===== src/rtl/matrix_pkg.sv =====
// Shared types and constants for the display-matrix datapath.
package matrix_pkg;

    localparam int unsigned WORD_W = 14;

    typedef enum logic [2:0] {
        StIdle,
        StFetch,
        StLoad,
        StWait,
        StGap,
        StDone
    } seq_state_e;

endpackage


===== src/rtl/upcntr.sv =====
// Generic N-bit up-counter with synchronous clear and count enable.
module upcntr #(
    parameter int unsigned N = 4
) (
    input  logic         clk,
    input  logic         reset,
    input  logic         clr,
    input  logic         en,
    output logic [N-1:0] q
);

    always_ff @(posedge clk) begin
        if (!reset) begin
            q <= '0;
        end else if (clr) begin
            q <= '0;
        end else if (en) begin
            q <= q + {{(N-1){1'b0}}, 1'b1};
        end
    end

endmodule


===== src/rtl/display_word_sequencer.sv =====
// Walks the frame RAM word by word, handing each word to the serializer and
// waiting for it to be taken before moving on after a configurable idle gap.
module display_word_sequencer
    import matrix_pkg::*;
#(
    parameter int unsigned N_WORDS = 64,
    parameter int unsigned GAP     = 4,
    parameter int unsigned AW      = $clog2(N_WORDS)
) (
    input  logic              clk,
    input  logic              reset,
    input  logic              start,
    input  logic              abort,
    input  logic              wrpulse,
    input  logic [WORD_W-1:0] rddata,
    output logic [AW-1:0]     rdaddr,
    output logic [WORD_W-1:0] chpdata,
    output logic              init,
    output logic              wrreset,
    output logic              busy,
    output logic              done
);

    localparam logic [AW-1:0] LastAddr = AW'(N_WORDS - 1);
    // GAP of 0 or 1 both spend a single cycle in StGap.
    localparam logic [3:0]    GapLast  = (GAP == 0) ? 4'd0 : 4'(GAP - 1);

    seq_state_e state_q;
    logic [3:0] gap_cnt;
    logic       gap_clr;
    logic       gap_en;
    logic       gap_last;

    assign gap_clr  = (state_q != StGap);
    assign gap_en   = (state_q == StGap);
    assign gap_last = (gap_cnt == GapLast);

    upcntr #(
        .N(4)
    ) u_gap_cnt (
        .clk  (clk),
        .reset(reset),
        .clr  (gap_clr),
        .en   (gap_en),
        .q    (gap_cnt)
    );

    always_ff @(posedge clk) begin
        if (!reset) begin
            state_q <= StIdle;
            rdaddr  <= '0;
            chpdata <= '0;
            init    <= 1'b0;
            wrreset <= 1'b0;
            busy    <= 1'b0;
            done    <= 1'b0;
        end else begin
            init    <= 1'b0;
            wrreset <= 1'b0;
            done    <= 1'b0;
            if (abort) begin
                state_q <= StIdle;
                rdaddr  <= '0;
                busy    <= 1'b0;
            end else begin
                case (state_q)
                    StIdle: begin
                        if (start) begin
                            state_q <= StFetch;
                            rdaddr  <= '0;
                            busy    <= 1'b1;
                        end
                    end
                    StFetch: state_q <= StLoad;
                    // RAM data for rdaddr is valid now; present it with the load strobes.
                    StLoad: begin
                        chpdata <= rddata;
                        init    <= 1'b1;
                        wrreset <= 1'b1;
                        state_q <= StWait;
                    end
                    StWait: begin
                        if (wrpulse) begin
                            if (rdaddr == LastAddr) begin
                                state_q <= StDone;
                                done    <= 1'b1;
                                busy    <= 1'b0;
                                rdaddr  <= '0;
                            end else begin
                                state_q <= StGap;
                            end
                        end
                    end
                    StGap: begin
                        if (gap_last) begin
                            rdaddr  <= rdaddr + AW'(1);
                            state_q <= StFetch;
                        end
                    end
                    StDone:  state_q <= StIdle;
                    default: state_q <= StIdle;
                endcase
            end
        end
    end

endmodule


===== config.mk =====
export PLATFORM = sky130hd
export DESIGN_NAME = display_word_sequencer
export DESIGN_NICKNAME = d
export VERILOG_FILES = /design/src/rtl/matrix_pkg.sv /design/src/rtl/upcntr.sv /design/src/rtl/display_word_sequencer.sv
export SDC_FILE = /design/constraint.sdc
export NUM_CORES = 1
export LEC_CHECK = 0
export ABC_AREA = 1
export CORE_ASPECT_RATIO = 0.8
export CORE_MARGIN = 4
export CORE_UTILIZATION = 30
export DETAILED_ROUTE_END_ITERATION = 10
export GPL_ROUTABILITY_DRIVEN = 0
export HOLD_SLACK_MARGIN = 0.06
export PLACE_DENSITY = 0.58
export SYNTH_ARGS = -nofsm -noshare
export SYNTH_HDL_FRONTEND = slang
export SYNTH_SLANG_ARGS = --single-unit

===== constraint.sdc =====
create_clock -name clk -period 1.7 [get_ports clk]
set_input_delay 0.255 -clock clk [delete_from_list [all_inputs] [get_ports clk]]
set_output_delay 0.255 -clock clk [all_outputs]
set_load 0.005 [all_outputs]

# Word-level counts from Yosys, hierarchy flattened
# Cells that the tools add are included.
word_totals:
  output_inout_bits: 24
  ff_bits: 30
  elab_cells: 50
classes:
  mux: 16
  addsub: 2
  reduce_logical: 10
  eq_ne: 11
  n_bitwise: 4
op_table:
  columns: ["operator", "n"]
  rows:
  - ["$mux 6", 4]
  - ["$pmux 6 s3", 1]
  - ["$pmux 3 s5", 1]
  - ["$mux 3", 3]
  - ["$add 6x1->6 const B", 1]
  - ["$eq 3x2->1 const B", 2]
  - ["$eq 6x6->1 const B", 1]
  - ["$mux 1", 6]
  - ["$ne 2x2->1 const B", 3]
  - ["$reduce_and 5->1", 1]
  - ["$add 4x1->4 const B", 1]
  - ["$eq 4x2->1 const B", 1]
  - ["$not 1->1", 4]
  - ["$reduce_and 4->1", 1]
  - ["$reduce_or 2->1", 2]
  - ["$reduce_or 4->1", 1]
  - ["$eq 3x1->1 const B", 1]
  - ["$eq 3x3->1 const B", 1]
  - ["$logic_not 3->1", 1]
  - ["$ne 3x3->1 const B", 1]
  - ["$reduce_and 3->1", 1]
  - ["$reduce_bool 3->1", 1]
  - ["$ne 2x1->1 const B", 1]
  - ["$pmux 1 s2", 1]
  - ["2 further kinds", 2]

# Logic depth before layout (Yosys ltp)
logic_depth:
  word_depth: 4
  ltp_mapped: 9
  ltp_nobuf: 9

# By module
# From an unflattened synthesis, not the netlist that was laid out.
hier_totals:
  hier_cells: 186
  area_unflattened_um2: 1330.0
modules_own_cells:
  columns: ["module", "cells_per_inst", "area_per_inst_um2", "n_inst", "seq_area_each_um2"]
  rows:
  - ["display_word_sequencer", 163, 1159.9, 1, 520.5]
  - ["upcntr", 23, 170.2, 1, 80.1]

# Worst setup path after synthesis
# No wires, ideal clock.
synth_path:
  path_type: "register -> register"
  start: "reg rdaddr[0]"
  end: "reg rdaddr[1]"
  path_stages_with_launch: 9
  arrival_time_ns: 1.236
  path_slack_ns: 0.350
  setup_time_ns: 0.114
  required_time_ns: 1.586
  cell_sequence: "dfxtp_1 ha_1 nand3_2 nor2_2 nand2_2 nand2_4 nand2_4 a21oi_1 nor2_1"
synth_via:
  elab_chain_len: 3
synth_lines:
  columns: ["element", "line_no", "text"]
  rows:
  - ["start, declared", "display_word_sequencer.sv:16", "output logic [AW-1:0] rdaddr,"]
  - ["start signal, assigned", "display_word_sequencer.sv:96", "rdaddr <= rdaddr + AW'(1);"]
  - ["$add 6x1->6 or $eq 6x6->1 (tied branches)", "display_word_sequencer.sv:96, display_word_sequencer.sv:84", null]
  - ["$mux 6 or $ne 2x2->1 (tied branches)", null, null]
  - ["$pmux 6 s3 or $reduce_and 5->1 (tied branches)", null, null]
# Parallel ways exist; a longest one is shown, timed or not. The select of a mux whose other input is x is not followed.
# A chain may end at the register's enable or synchronous reset.

# Worst setup path after layout
layout_path:
  start: "reg rdaddr[2]"
  end: "out rdaddr[2]"
# No word-level cell between the ends.

==> out/qor.txt <==
Starting Density - 31.28%
FMAX - 0.6283 GHz
Finished Layout Cells - 286
Routed WL - 3.158 mm
Pin count of the biggest net entering global routing - 16
All-layer global routing usage - 12.17%
Max stage delay cell, worst path - clkdlybuf4s50_1
Cts bufs inserted - 5
CP endpoint kind - output port
First-pass detailed-route iteration total - 3
Buffer and inverter count on the worst path - 1
Antenna fix cells - 0
Nets - 249
VDD IR max - 0.4171 mV
Reg clk slew, reported paths - 0.06 ns
Via-to-Cell Ratio - 4.280
Clock root buffer - clkbuf_8
Final setup TNS - 0 ns
Final Power - 1.459 mW
Slew margin rel. - 79.55%
Clock skew - 0.004229 ns
CTS sink count - 30
Routed length per instance - 11.04 µm
Critical Path AT - 1.34 ns
Post-Syn Instances - 179
1st-iter DRT viols - 50
Clock tree buffer depth - 2
Synth Register Bits - 30
DR vias - 1224
Crit path cell chain - clkdlybuf4s50_1
Worst skew pair latency - 0.27 ns
Status - complete, no violations
Crit-path max FO - 9
Seq/Total Area, Yosys - 45.67%
Cts hold-fix bufs - 0
Initial antenna violation count - 0
Synthesized net count - 200
First-pass GRT wire length - 5.064 mm
DRC Markers - 0
Worst Max-Slew Pin Slew - 0.3064 ns
Static leakage - 0.7216 nW
Die Footprint - 5513 µm²
CTS tree - built
Critical Path Source Type - register
Crit path largest cell delay - 0.57 ns
Proportion of layout cells with a drive suffix above 1 - 12.66%
Cts repair resizes - 0
Die height - 67.22 µm
Crit path required time - 1.44 ns
MaxCap Viol Count - 0
RSZ-0062 raised after global routing - no
Row count - 21
Dpl cells - 278
Min cycle time layout - 1.592 ns
IO Port Bufs - 42
Setup Viol. Count Final - 0
Synth Cell Area - 1315 µm²
Worst min-delay path class - register to register
Number of global-route vias before repair - 1054
Final Max Slew Viols - 0
I/O Pins - 43
Final ANT Viol Nets - 0
Core box area - 4204 µm²
Setup CP Type - register to output port
Layout area overhead - 44.81%
Avg Synthesized Cell Area - 7.346 µm²
Top Family by Delay on Critical Path - buffers and inverters
Library cells used by synthesis - 21
GR Overflow Total - 0
H-tree depth - 2
Dpl hpwl - 2.474 mm
Synthesis Warnings - 0
Fin. Hold Viols - 0
Final worst path period share - 93.62%
Die width - 82.02 µm
Post-CTS Setup Bufs - 0
P per Cell Area - 766.0 nW/µm²
==> synthesized netlist by cell type, drive strengths merged <==
| library cell | number | area share (%) |
|---|---|---|
| nand3b | 1 | 0.57 |
| o21ai | 16 | 6.1 |
| inv | 16 | 4.6 |
| nand4 | 2 | 0.95 |
| nor3 | 2 | 0.76 |
| ha | 2 | 1.9 |
| nand2 | 29 | 10 |
| buf | 3 | 1.7 |
| or2 | 3 | 1.4 |
| nor2 | 50 | 16 |
| a21oi | 11 | 4.2 |
| nand3 | 12 | 5.3 |
| clkbuf | 2 | 0.67 |
| dfxtp | 30 | 46 |
==> cells by family (layout without fill, tap and decap cells) <==
| logic type | Yosys count | in the layout | share of synthesized area (%) |
|---|---|---|---|
| and+or+nand+nor | 99 | 99 | 35.20 |
| buffers and inverters | 21 | 71 | 6.944 |
| adders and majority gates | 2 | 2 | 1.903 |
| AOI/OAI and AO/OA | 27 | 27 | 10.28 |
| DFF | 30 | 30 | 45.67 |
==> layout by cell type, fill, tap and decap left out <==
| cell type | n |
|---|---|
| a21oi_1 | 11 |
| buf_4 | 5 |
| clkbuf_1 | 1 |
| clkbuf_8 | 6 |
| clkdlybuf4s50_1 | 42 |
| clkinv_2 | 1 |
| dfxtp_1 | 30 |
| ha_1 | 2 |
| inv_1 | 15 |
| inv_2 | 1 |
| nand2_1 | 23 |
| nand2_2 | 4 |
| nand2_4 | 2 |
| nand3_1 | 10 |
| nand3_2 | 2 |
| nand3b_1 | 1 |
| nand4_1 | 2 |
| nor2_1 | 45 |
| nor2_2 | 3 |
| nor2_4 | 2 |
| nor3_1 | 2 |
| o21ai_0 | 16 |
| or2_2 | 3 |
==> through the flow <==
stage / setup WS [ns] / util (%) / instance area, µm² / hold slack, ns
2_1_floorplan: 0.3498 / - / 1315 / 0.3902
3_3_place_gp: 0.1823 / 43.13 / 1813 / 0.4349
3_5_place_dp: 0.1443 / 43.13 / 1813 / 0.4372
4_1_cts: 0.08942 / 45.30 / 1904 / 0.4542
5_1_grt: 0.04028 / 45.30 / 1904 / 0.4931
6_report: 0.1085 / 45.30 / 1904 / 0.4471
==> final timing paths <==
check	depth (start not counted)	end	start	slack, ns
worst max-delay path	1	rdaddr[2]	rdaddr[2]	0.11
worst max register to register	8	rdaddr[1]	u_gap_cnt.q[0]	0.30
worst min register to register	1	u_gap_cnt.q[0]	u_gap_cnt.q[0]	0.45
worst min-delay path	1	u_gap_cnt.q[0]	u_gap_cnt.q[0]	0.45
==> where the power goes <==
group / leakage, nW / internal (mW) / switching (mW)
Clock: 0.0482 / 0.326 / 0.255
Sequential: 0.243 / 0.716 / 0.00639
Combinational: 0.431 / 0.0852 / 0.0697
Total: 0.722 / 1.13 / 0.331
==> routing by layer <==
layer,routed length [µm],track usage (%),up-vias
met5,0,0,-
met4,40,3.734,0
met2,1441,17.14,16
met1,1573,17.71,538
li1,-,-,666
met3,104,3.600,4
==> state kept, by name (all words and copies together), names as in the netlist <==
signal	count
busy	1
rdaddr	6
u_gap_cnt.q	4
state_q	3
done	1
wrreset	1
chpdata	14
==> area by class of cell <==
type                       instances  area (µm²)
clock buffer                       7       86.33
multi-input combinational        128       623.1
sequential                        30       600.6
fill                             462        2300
inverter                          16       60.06
timing repair buffer              47       457.9
clock inverter                     1       5.005
tap                               57       71.32
Note: power is estimated with default switching activity, not from simulation.
